`config.mk`:
```
export PLATFORM = sky130hd
export DESIGN_NAME = channel_note_sequencer
export DESIGN_NICKNAME = d
export VERILOG_FILES = /design/src/rtl/channel_note_sequencer.sv
export SDC_FILE = /design/constraint.sdc
export NUM_CORES = 1
export LEC_CHECK = 0
export ABC_AREA = 1
export BUFFER_PORTS_ARGS = -buffer_cell sky130_fd_sc_hd__buf_4
export CORE_MARGIN = 2
export CORE_UTILIZATION = 30
export DETAILED_ROUTE_END_ITERATION = 10
export REMOVE_ABC_BUFFERS = 1
export SYNTH_ARGS = -nofsm -noshare
export SYNTH_HDL_FRONTEND = slang
export SYNTH_SLANG_ARGS = --single-unit
```
`constraint.sdc`:
```
create_clock -name clock -period 2.3 [get_ports clock]
set_input_delay 0.23 -clock clock [delete_from_list [all_inputs] [get_ports clock]]
set_output_delay 0.23 -clock clock [all_outputs]
set_load 0.03 [all_outputs]
```
`src/rtl/channel_note_sequencer.sv`:
```
// Per-channel note sequencer: latches a song base offset, walks the note ROM from it and
// drives pitch/gate for each note's duration in beat ticks, ending on a marker or looping.
module channel_note_sequencer #(
    parameter int ADDR_W    = 16,
    parameter int PITCH_W   = 8,
    parameter int DUR_W     = 8,
    parameter int ROM_LAT   = 1,
    parameter int MAX_NOTES = 4096,
    parameter int LOOP      = 0
) (
    input  logic                     clock,
    input  logic                     reset,
    input  logic                     start,
    input  logic                     stop,
    input  logic                     pause,
    input  logic                     tick,
    input  logic [ADDR_W-1:0]        songpos,
    output logic [ADDR_W-1:0]        rom_addr,
    input  logic [PITCH_W+DUR_W-1:0] rom_data,
    output logic [PITCH_W-1:0]       pitch,
    output logic                     gate,
    output logic                     note_strobe,
    output logic                     busy,
    output logic                     done,
    output logic                     overflow
);
    localparam int IDX_W = $clog2(MAX_NOTES + 1);

    typedef enum logic [2:0] {
        S_IDLE, S_LOAD, S_FETCH, S_WAIT, S_DECODE, S_PLAY, S_DONE
    } state_t;

    state_t              state_reg;
    logic [ADDR_W-1:0]   base_reg;
    logic [IDX_W-1:0]    index_reg;
    logic [DUR_W-1:0]    dur_cnt_reg;
    logic [1:0]          wait_cnt_reg;
    logic [ADDR_W-1:0]   rom_addr_reg;
    logic [PITCH_W-1:0]  pitch_reg;
    logic                gate_reg;
    logic                note_strobe_reg;
    logic                busy_reg;
    logic                done_reg;
    logic                overflow_reg;

    logic [PITCH_W-1:0]  rom_pitch;
    logic [DUR_W-1:0]    rom_dur;

    assign rom_pitch = rom_data[PITCH_W+DUR_W-1:DUR_W];
    assign rom_dur   = rom_data[DUR_W-1:0];

    always_ff @(posedge clock) begin
        if (reset) begin
            state_reg       <= S_IDLE;
            base_reg        <= '0;
            index_reg       <= '0;
            dur_cnt_reg     <= '0;
            wait_cnt_reg    <= '0;
            rom_addr_reg    <= '0;
            pitch_reg       <= '0;
            gate_reg        <= 1'b0;
            note_strobe_reg <= 1'b0;
            busy_reg        <= 1'b0;
            done_reg        <= 1'b0;
            overflow_reg    <= 1'b0;
        end else begin
            note_strobe_reg <= 1'b0;
            // stop has priority over a coincident start
            if (stop) begin
                state_reg    <= S_IDLE;
                rom_addr_reg <= '0;
                pitch_reg    <= '0;
                gate_reg     <= 1'b0;
                busy_reg     <= 1'b0;
                done_reg     <= 1'b0;
            end else if (start) begin
                state_reg    <= S_LOAD;
                pitch_reg    <= '0;
                gate_reg     <= 1'b0;
                overflow_reg <= 1'b0;
                busy_reg     <= 1'b1;
                done_reg     <= 1'b0;
            end else begin
                case (state_reg)
                    S_IDLE: ;
                    S_LOAD: begin
                        base_reg  <= songpos;
                        index_reg <= '0;
                        state_reg <= S_FETCH;
                    end
                    S_FETCH: begin
                        rom_addr_reg <= base_reg + ADDR_W'(index_reg);
                        wait_cnt_reg <= '0;
                        state_reg    <= S_WAIT;
                    end
                    S_WAIT: begin
                        if (wait_cnt_reg == 2'(ROM_LAT - 1)) begin
                            state_reg <= S_DECODE;
                        end else begin
                            wait_cnt_reg <= wait_cnt_reg + 2'd1;
                        end
                    end
                    S_DECODE: begin
                        if (index_reg == IDX_W'(MAX_NOTES)) begin
                            overflow_reg <= 1'b1;
                            pitch_reg    <= '0;
                            gate_reg     <= 1'b0;
                            busy_reg     <= 1'b0;
                            done_reg     <= 1'b1;
                            state_reg    <= S_DONE;
                        end else if (rom_dur == '0) begin
                            if (LOOP != 0) begin
                                index_reg <= '0;
                                state_reg <= S_FETCH;
                            end else begin
                                pitch_reg <= '0;
                                gate_reg  <= 1'b0;
                                busy_reg  <= 1'b0;
                                done_reg  <= 1'b1;
                                state_reg <= S_DONE;
                            end
                        end else if (rom_pitch == '0) begin
                            pitch_reg   <= '0;
                            gate_reg    <= 1'b0;
                            dur_cnt_reg <= rom_dur;
                            state_reg   <= S_PLAY;
                        end else begin
                            pitch_reg       <= rom_pitch;
                            gate_reg        <= 1'b1;
                            note_strobe_reg <= 1'b1;
                            dur_cnt_reg     <= rom_dur;
                            state_reg       <= S_PLAY;
                        end
                    end
                    S_PLAY: begin
                        // pitch/gate are left alone here so consecutive notes stay legato
                        if (tick && !pause) begin
                            if (dur_cnt_reg == DUR_W'(1)) begin
                                index_reg <= index_reg + IDX_W'(1);
                                state_reg <= S_FETCH;
                            end else begin
                                dur_cnt_reg <= dur_cnt_reg - DUR_W'(1);
                            end
                        end
                    end
                    S_DONE: ;
                    default: state_reg <= S_IDLE;
                endcase
            end
        end
    end

    assign rom_addr    = rom_addr_reg;
    assign pitch       = pitch_reg;
    assign gate        = gate_reg;
    assign note_strobe = note_strobe_reg;
    assign busy        = busy_reg;
    assign done        = done_reg;
    assign overflow    = overflow_reg;

endmodule

```
# [Word level (Yosys, flattened, before mapping)]
# Index checks and enable logic that the tools add are counted.
[word_totals] elab_cells=99 regBits=71 input_bits=38
[classes] n_mux=32 addsub=4 n_eq_ne=19 bitwise_logic=4 n_reduce_logical=27
[op_table] op="$mux W8" n=7
[op_table] op="$mux W13" n=2
[op_table] op="$pmux W13 S2" n=1
[op_table] op="$pmux W3 S6" n=1
[op_table] op="$add A16 B13 Y16" n=1
[op_table] op="$logic_not A8 Y1" n=2
[op_table] op="$pmux W8 S2" n=1
[op_table] op="$ne A2 B2 Y1 const B" n=7
[op_table] op="$add A13 B1 Y13 const B" n=1
[op_table] op="$eq A13 B13 Y1 const B" n=1
[op_table] op="$mux W1" n=13
[op_table] op="$reduce_and A4 Y1" n=3
[op_table] op="$reduce_bool A2 Y1" n=6
[op_table] op="$eq A3 B3 Y1 const B" n=3
[op_table] op="$mux W3" n=3
[op_table] op="$ne A3 B3 Y1 const B" n=3
[op_table] op="$eq A8 B1 Y1 const B" n=1
[op_table] op="$sub A8 B1 Y8 const B" n=1
[op_table] op="$reduce_and A7 Y1" n=1
[op_table] op="$eq A3 B2 Y1 const B" n=2
[op_table] op="$mux W2" n=3
[op_table] op="$reduce_and A2 Y1" n=3
[op_table] op="$reduce_and A3 Y1" n=2
[op_table] op="$reduce_and A5 Y1" n=1
[op_table] op="other kinds (13)" n=17

# [Depth between registers and ports, before layout]
# Gate-level depths: netlist of run 1.
[depth] word_depth=5 mapped_depth=12 ltp_nobuf=12

# [Worst setup path after synthesis of run 1]
# No wires, ideal clock.
[synth_timing] path_kind="register -> register" startpoint="register index_reg[0]" endpoint="register rom_addr_reg[8] (netlist: rom_addr[8])" required_ns=2.191 path_stages_with_launch=10 t_arrival_ns=1.606 period_less_slack_ns=1.715 setup_time_ns=0.109 setup_slack_ns=0.585 cell_sequence="dfxtp_1 > ha_1 > fa_1 > nand3_1 > nand3_1 > a21oi_1 > xor2_1 > nand2_1 > nand2_1 > inv_1"
[synth_between] elab_chain_len=1
[synth_rtl] item="from (decl)" line_no="35" source="logic [IDX_W-1:0] index_reg;"
[synth_rtl] item="from (signal assigned)" line_no="139" source="index_reg <= index_reg + IDX_W'(1);"
[synth_rtl] item="$add A16 B13 Y16" line_no="92" source="rom_addr_reg <= base_reg + ADDR_W'(index_reg);"
[synth_rtl] item="to (signal assigned)" line_no="92"
[synth_rtl] item="to (decl)" line_no="38" source="logic [ADDR_W-1:0] rom_addr_reg;"
# Every way passes these cells.
# A chain may end at the register's enable or synchronous reset.

# [Worst setup path after layout of run 1]
# Ends and elaborated chain as after synthesis.

==> impl_summary.log, run 1 <==
[metrics] outcome: finished clean
[metrics] vertical die dimension: between 100 and 150 um
[metrics] CP top delay family: adder cells
[metrics] sequential area share after synthesis: approximately 32%
[metrics] post-synthesis async set-or-reset flop share: 0%
[metrics] initial antenna violation count: 0
[metrics] detailed-route wire length: approximately 11000 um
[metrics] maximum number of pins on one net before global-route repair: 21
[metrics] endpoint kind of the worst setup timing path: flop
[metrics] most frequently used flop master after synthesis: sky130_fd_sc_hd__dfxtp_1
[metrics] TritonCTS clock tree: done
[metrics] cell-by-cell trace of the critical path: ha_1 > fa_1 > nand3_1 > nand3_1 > a21oi_1 > xor2_1 > nand2_1 > nand2_1 > inv_1
[metrics] Maximum Capacitance Violations: 0
[metrics] Arrival @ worst endpoint: roughly 2200 ps
[metrics] reg2reg setup slack: approximately 390 ps
[metrics] Skew-Pair Late Insertion Delay: 350 ps
[metrics] antenna viol nets, final: 0
[metrics] clock transition at the registers of the reported paths: about 60 ps
[metrics] buffer type at the clock tree root: sky130_fd_sc_hd__clkbuf_16
[metrics] CP Class: flop to flop
[metrics] instance count after placement with tap cells included: 942
[metrics] worst-case vdd ir drop: between 0.3 and 0.4 mV
[metrics] synth warn: 0
[metrics] post-CTS setup-driven buffer insertion count: 0
[metrics] Hold Startpoint: songpos[3]
[metrics] Slowest-stage cell, CP: sky130_fd_sc_hd__fa_1
[metrics] Worst Path Buf+Inv: 1
[metrics] share of cells above drive strength 1: between 10% and 20%
[metrics] number of remaining DRC errors: 0
[metrics] final hold vios: 0
[metrics] area added between synthesis and finish: 22.5%
[metrics] Hold Crit Endpoint: base_reg[3]$_SDFFE_PP0P_
[metrics] launching point of the worst reg2reg path: index_reg[0]$_SDFFE_PP0P_
[metrics] floorplan die area: approximately 16000 sq um
[metrics] H-tree level count: 3
[metrics] sum of negative setup slack: 0 ps
[metrics] standard cell area after detailed placement: roughly 5100 sq um
[metrics] Final Non-Filler Cells: 958
[metrics] cts bufs inserted: 9
[metrics] Yosys cell types: 33
[metrics] Core ar.: 14400 sq um
[metrics] fraction of synthesized cell area taken by the top area cell type: 32.2%
[metrics] first-pass GRT wire length: 19000 um
[metrics] CP Launch Type: flop
[metrics] maximum fanout along the worst path: 6
[metrics] number of rows created at floorplan: between 40 and 50
[metrics] final standard cell utilization of the core: 37.4%
[metrics] Final period util: 83.1%
[metrics] count of cells along the worst register-to-register path: 9
[metrics] Pre-Repair DR Iteration Count: 4
[metrics] time the worst path needs with I/O delays and setup: about 1900 ps
[metrics] mean post-synth cell area: ~6.3 sq um
[metrics] type of the most critical hold path: input port to flop
[metrics] hold buffer count at cts: 0
[metrics] commonest cells in the netlist: 178 x sky130_fd_sc_hd__nand2_1, 112 x sky130_fd_sc_hd__nor2_1, 99 x sky130_fd_sc_hd__inv_1
[metrics] global router's overall resource usage: approximately 15%
[metrics] synthesized netlist cell count: about 700
[metrics] measured slew at the worst slew-check pin: ~600 ps
[metrics] starting density of the core: 30.6%
[metrics] Mapped Area: between 4000 and 5000 sq um
[metrics] Final Net Count: between 800 and 900
[metrics] ranking of synthesized cells by area: sky130_fd_sc_hd__dfxtp_1 32%, sky130_fd_sc_hd__nand2_1 15%, sky130_fd_sc_hd__nor2_1 9.5%
[metrics] leakage power: roughly 0.0026 uW
[metrics] finished layout cell area: 5400 sq um
[metrics] fmax: between 500 and 600 MHz
[metrics] detailed placement HPWL: 8770 um
[metrics] number of pins exceeding their max-slew limit in the final report: 0
[metrics] final antenna diode count: 0
[metrics] deepest clock path buffer count: 2
[metrics] critical register-to-register path endpoint: rom_addr[8]$_SDFFE_PP0P_
[metrics] required time of the critical path: 2550 ps
[metrics] Yosys reg bits: between 70 and 80
[metrics] number of gates resized after cts: 0
[metrics] DR WL/cell: approximately 12 um
[metrics] final clock skew: roughly 10 ps
[metrics] Rel. slew slack: between 50% and 60%
[metrics] pre-CTS setup slack: between 300 and 400 ps
[metrics] number of enable flip-flop cells after synthesis: 0
[metrics] vias in the first global route: about 4000
[metrics] number of DRC markers after the initial detailed-route iteration: ~230
[metrics] Sink Count: just over 70
[metrics] worst path setup slack after routing: roughly 400 ps
[metrics] worst hold path stage count: 3
[metrics] Max stage delay on crit path: around 460 ps
[metrics] total of fill cells in the finished design: about 1600
[metrics] library cell occupying the most area in the post-synthesis netlist: sky130_fd_sc_hd__dfxtp_1
[metrics] Power Density: between 500 and 600 nW/um^2
[metrics] number of buffers added on ports: between 60 and 70
[metrics] most frequent cell after synthesis: sky130_fd_sc_hd__nand2_1
[metrics] setup repair after global routing missed its margin: no
[metrics] chip width: between 100 and 150 um
[metrics] gp weighted congestion: ~0.86
[metrics] via density per instance: 4.56
[metrics] via count: ~4400
[metrics] setup-violating endpoint count in the final report: 0
[metrics] I/O Pins: 67
[metrics] global route overflow: 0
-- cells in the final DEF, fill, tap and decap left out, drive strengths merged --
master and count:
a211oi 3, a21oi 32, buf 75, bufinv 1
clkbuf 9, clkinv 1, clkinvlp 2, dfxtp 71
fa 1, ha 18, inv 107, nand2 184
nand3 61, nand3b 3, nand4 10, nor2 119
nor3 24, o211ai 1, o21a 4, o21ai 37
o21bai 1, or2 1, xnor2 1, xor2 8
-- kinds of logic (layout without fill, tap and decap cells) --
group / Yosys count / in the layout / share of synthesized area [%]
xor gates and xnor gates: 9 / 9 / 1.79
adders and majority gates: 19 / 19 / 5.56
DFF: 71 / 71 / 32.2
AOI/OAI and AO/OA: 78 / 78 / 9.56
and+or+nand+nor: 402 / 402 / 39.5
buffers and inverters: 120 / 195 / 11.3
-- metal layers --
| metal | vias to the layer above | wire (um) | GRT usage [%] |
|---|---|---|---|
| li1 | 2355 | - | - |
| met3 | 14 | 481 | 3.42 |
| met4 | 0 | 147 | 5.23 |
| met2 | 79 | 5170 | 23.7 |
| met1 | 1922 | 5560 | 19.4 |
| met5 | - | 0 | 0 |
-- through the flow --
stage,power [uW],hold slack [ps]
2_1_floorplan,1350,299
3_5_place_dp,1440,456
5_1_grt,2950,120
3_3_place_gp,1440,453
6_report,2850,110
4_1_cts,2900,99.7
-- layout make-up --
type	count	area, sq um	area share [%]
clock buffers	9	225	4.17
clock inverters	7	80.1	1.48
inverters	104	393	7.27
multi-input cells	508	2490	46.1
flip-flops and latches	71	1420	26.3
well taps	184	230	4.26
repair buffers	75	563	10.4
-- worst reg2reg max path: stages, from the launching register on --
cell and delay [ps]:
sky130_fd_sc_hd__dfxtp_1 360, sky130_fd_sc_hd__ha_1 250, sky130_fd_sc_hd__fa_1 460, sky130_fd_sc_hd__nand3_1 120, sky130_fd_sc_hd__nand3_1 130, sky130_fd_sc_hd__a21oi_1 190, sky130_fd_sc_hd__xor2_1 160, sky130_fd_sc_hd__nand2_1 60
sky130_fd_sc_hd__nand2_1 60, sky130_fd_sc_hd__inv_1 30
-- report_power, final --
group	total, uW	leakage, uW	internal, uW	switching, uW
sequential	1250	0.000573	1240	8.37
clock	1450	0.000143	852	593
combinational	161	0.00192	73.9	87.2
total	2850	0.00264	2170	688
-- worst max-delay path by stage --
stage / startpoint / to / depth (start not counted)
floorplan: state_reg[2]$_SDFFE_PP0P_ / dur_cnt_reg[3]$_SDFFE_PP0P_ / 7
CTS: index_reg[0]$_SDFFE_PP0P_ / rom_addr[8]$_SDFFE_PP0P_ / 9
global route: index_reg[0]$_SDFFE_PP0P_ / dur_cnt_reg[6]$_SDFFE_PP0P_ / 11
detailed placement: index_reg[0]$_SDFFE_PP0P_ / rom_addr[8]$_SDFFE_PP0P_ / 9
global placement: index_reg[0]$_SDFFE_PP0P_ / rom_addr[8]$_SDFFE_PP0P_ / 9
finish: index_reg[0]$_SDFFE_PP0P_ / rom_addr[8]$_SDFFE_PP0P_ / 9
(Power assumes the default switching activity.)
==> run 2: changes to the inputs <==
clock period = 1.55 ns   (was 2.3 ns; I/O delays follow)
==> run 2 against run 1 <==
The flow now finishes with violations (setup timing). Non-clock buffer count rose by 81. Largest cell class unchanged. Sequential share of layout area fell by 4.3 points. Critical endpoint unchanged. Worst hold slack lost 77 ps.
==> impl_summary.log, run 2 (synthesized netlist as in run 1, its figures left out) <==
[metrics] detailed placement HPWL: 9240 um (+5.3%)
[metrics] gp weighted congestion: 0.898 (+4.4%)
[metrics] Fin Hold WS: 33.7 ps (-76.8 ps)
[metrics] CP top delay family: adder cells
[metrics] initial antenna violation count: 0 (unchanged)
[metrics] deepest clock path buffer count: 2 (unchanged)
[metrics] starting density of the core: 30.6% (unchanged)
[metrics] type of the most critical hold path: input port to flop
[metrics] maximum fanout along the worst path: 3 (-3)
[metrics] clock power share: 51.9% (+1.3 points)
[metrics] total of fill cells in the finished design: 1472 (-9.0%)
[metrics] Comb pwr share: 6.5% (+0.9 points)
[metrics] antenna viol nets, final: 0 (unchanged)
[metrics] chip width: 125 um (unchanged)
[metrics] number of buffers added on ports: 66 (unchanged)
[metrics] final antenna diode count: 0 (unchanged)
[metrics] buffer type at the clock tree root: sky130_fd_sc_hd__clkbuf_16
[metrics] Pre-Repair DR Iteration Count: 5 (+1)
[metrics] Flop pwr share: 41.6% (-2.1 points)
[metrics] global route overflow: 0 (unchanged)
[metrics] outcome: complete, but fails checks
[metrics] Arrival @ worst endpoint: 1820 ps (-340 ps)
[metrics] Max stage delay on crit path: 370 ps (-90 ps)
[metrics] Maximum Capacitance Violations: 0 (unchanged)
[metrics] final clock skew: 6.05 ps (-4.21 ps)
[metrics] count of cells along the worst register-to-register path: 9 (unchanged)
[metrics] I/O Pins: 67 (unchanged)
[metrics] number of pins exceeding their max-slew limit in the final report: 0 (unchanged)
[metrics] share of cells above drive strength 1: 35.1% (+20 points)
[metrics] most frequent standard cell in the layout excluding fill and tap cells: sky130_fd_sc_hd__nand2_1
[metrics] measured slew at the worst slew-check pin: 282 ps (-323 ps)
[metrics] CP Launch Type: flop
[metrics] clock transition at the registers of the reported paths: 60 ps (about the same)
[metrics] setup-violating endpoint count in the final report: 3 (+3)
[metrics] endpoint kind of the worst setup timing path: flop
[metrics] time the worst path needs with I/O delays and setup: 1570 ps (-338 ps)
[metrics] Rel. slew slack: 81.2% (+22 points)
[metrics] setup repair after global routing missed its margin: yes
[metrics] cell-by-cell trace of the critical path: ha_4 > fa_2 > nand3_2 > nand3_4 > a21oi_2 > xor2_1 > nand2_1 > nand2_1 > inv_1
[metrics] H-tree level count: 3 (unchanged)
[metrics] via density per instance: 4.57 (+0.26%)
[metrics] switching share of total power: 22.8% (-1.3 points)
[metrics] first-pass GRT wire length: 20400 um (+7.3%)
[metrics] leakage power: 0.00315 uW (+19%)
[metrics] CP Class: flop to flop
[metrics] number of DRC markers after the initial detailed-route iteration: 254 (+8.5%)
[metrics] Final period util: 101% (+18 points)
[metrics] worst-case vdd ir drop: 0.456 mV (+36%)
[metrics] number of rows created at floorplan: 44 (unchanged)
[metrics] vertical die dimension: 125 um (unchanged)
[metrics] TritonCTS clock tree: done
[metrics] Pint: 3450 uW (+59%)
[metrics] leading cell types in the layout, fill and taps excluded: 159 x sky130_fd_sc_hd__nand2_1, 139 x sky130_fd_sc_hd__buf_4, 103 x sky130_fd_sc_hd__nor2_1
[metrics] Slowest-stage cell, CP: sky130_fd_sc_hd__fa_2
[metrics] Sink Count: 71 (unchanged)
[metrics] Core ar.: 14400 sq um (unchanged)
[metrics] DR WL/cell: 12.2 um (+3.3%)
[metrics] fmax: 636 MHz (+21%)
[metrics] Power Density: 678 nW/um^2 (+28%)
[metrics] floorplan die area: 15700 sq um (unchanged)
[metrics] power spent charging and discharging nets: 1020 uW (+48%)
[metrics] Skew-Pair Late Insertion Delay: 350 ps (about the same)
[metrics] Final Net Count: 907 (+9.8%)
[metrics] Top cell by count, worst path: sky130_fd_sc_hd__nand2_1
[metrics] final hold vios: 0 (unchanged)
[metrics] detailed-route wire length: 12700 um (+12%)
[metrics] vias in the first global route: 4342 (+8.3%)
[metrics] cts bufs inserted: 9 (unchanged)
[metrics] pre-CTS setup slack: -184 ps (-582 ps)
[metrics] required time of the critical path: 1800 ps (-750 ps)
[metrics] maximum number of pins on one net before global-route repair: 20 (-4.8%)
[metrics] number of logic stages on the critical path including buffering: 9 (unchanged)
[metrics] number of remaining DRC errors: 0 (unchanged)
[metrics] area added between synthesis and finish: 49.3%
[metrics] worst path setup slack after routing: -23.2 ps (-412 ps)
[metrics] hold buffer count at cts: 0 (unchanged)
[metrics] Worst Path Buf+Inv: 1 (unchanged)
[metrics] via count: 4752 (+8.7%)
[metrics] violations in the final reports: setup timing
[metrics] worst hold path stage count: 3 (unchanged)
[metrics] global router's overall resource usage: 15.8% (+1.1 points)
run 2: layer usage:
metal	vias to the layer above	share of wire [%]	global-route usage, %
met3	22	3.2	3.12
met5	-	0	0
met2	87	47	25.4
met4	0	2.1	6.01
li1	2508	-	-
met1	2135	48	21.0
run 2: worst register-to-register path: stages, from the launching register on:
cell and delay, ps:
sky130_fd_sc_hd__dfxtp_2 340, sky130_fd_sc_hd__ha_4 160, sky130_fd_sc_hd__fa_2 370, sky130_fd_sc_hd__nand3_2 100, sky130_fd_sc_hd__nand3_4 90, sky130_fd_sc_hd__a21oi_2 140
sky130_fd_sc_hd__xor2_1 140, sky130_fd_sc_hd__nand2_1 60, sky130_fd_sc_hd__nand2_1 50, sky130_fd_sc_hd__inv_1 30
run 2: final timing paths:
kind | slack [ps] | start | to
hold / removal | 30 | songpos[5] | base_reg[5]$_SDFFE_PP0P_
setup reg to reg | -20 | index_reg[0]$_SDFFE_PP0P_ | rom_addr[8]$_SDFFE_PP0P_
setup / recovery | -20 | index_reg[0]$_SDFFE_PP0P_ | rom_addr[8]$_SDFFE_PP0P_
hold reg to reg | 450 | done$_SDFFE_PP0P_ | done$_SDFFE_PP0P_
run 2: repair_timing:
item,CTS,global route
buffers inserted,1,14
pin swaps,7,43
setup endpoints to repair,34,50
cloned,0,2
resized for setup,31,111
run 2: through the flow:
step	cells	utilization (%)	setup TNS, ps	cell area, sq um	power [uW]
CTS	1023	42.3	-655	6110	4510
finish	1039	45.6	-45.9	6580	4470
global route	1039	45.6	-1470	6580	4610
global placement	1006	39.0	-1330	5630	2160
detailed placement	1006	39.0	-2080	5630	2160
floorplan	683	-	-7400	4300	2000
run 2: area by class of cell:
| cell class | instances | area [sq um] | area share (%) |
|---|---|---|---|
| repair buffers | 156 | 1260 | 19.1 |
| well taps | 184 | 230 | 3.50 |
| clock inverters | 6 | 93.8 | 1.43 |
| flip-flops and latches | 71 | 1450 | 22.0 |
| multi-input cells | 508 | 2910 | 44.2 |
| clock buffers | 10 | 239 | 3.63 |
| inverters | 104 | 404 | 6.14 |
run 2: power groups by stage:
stage | Combinational, uW | Sequential [uW] | Clock (uW)
floorplan | 108 | 1890 | 0
global placement | 267 | 1890 | 0
detailed placement | 266 | 1890 | 0
CTS | 273 | 1850 | 2380
global route | 319 | 1860 | 2430
finish | 289 | 1860 | 2320
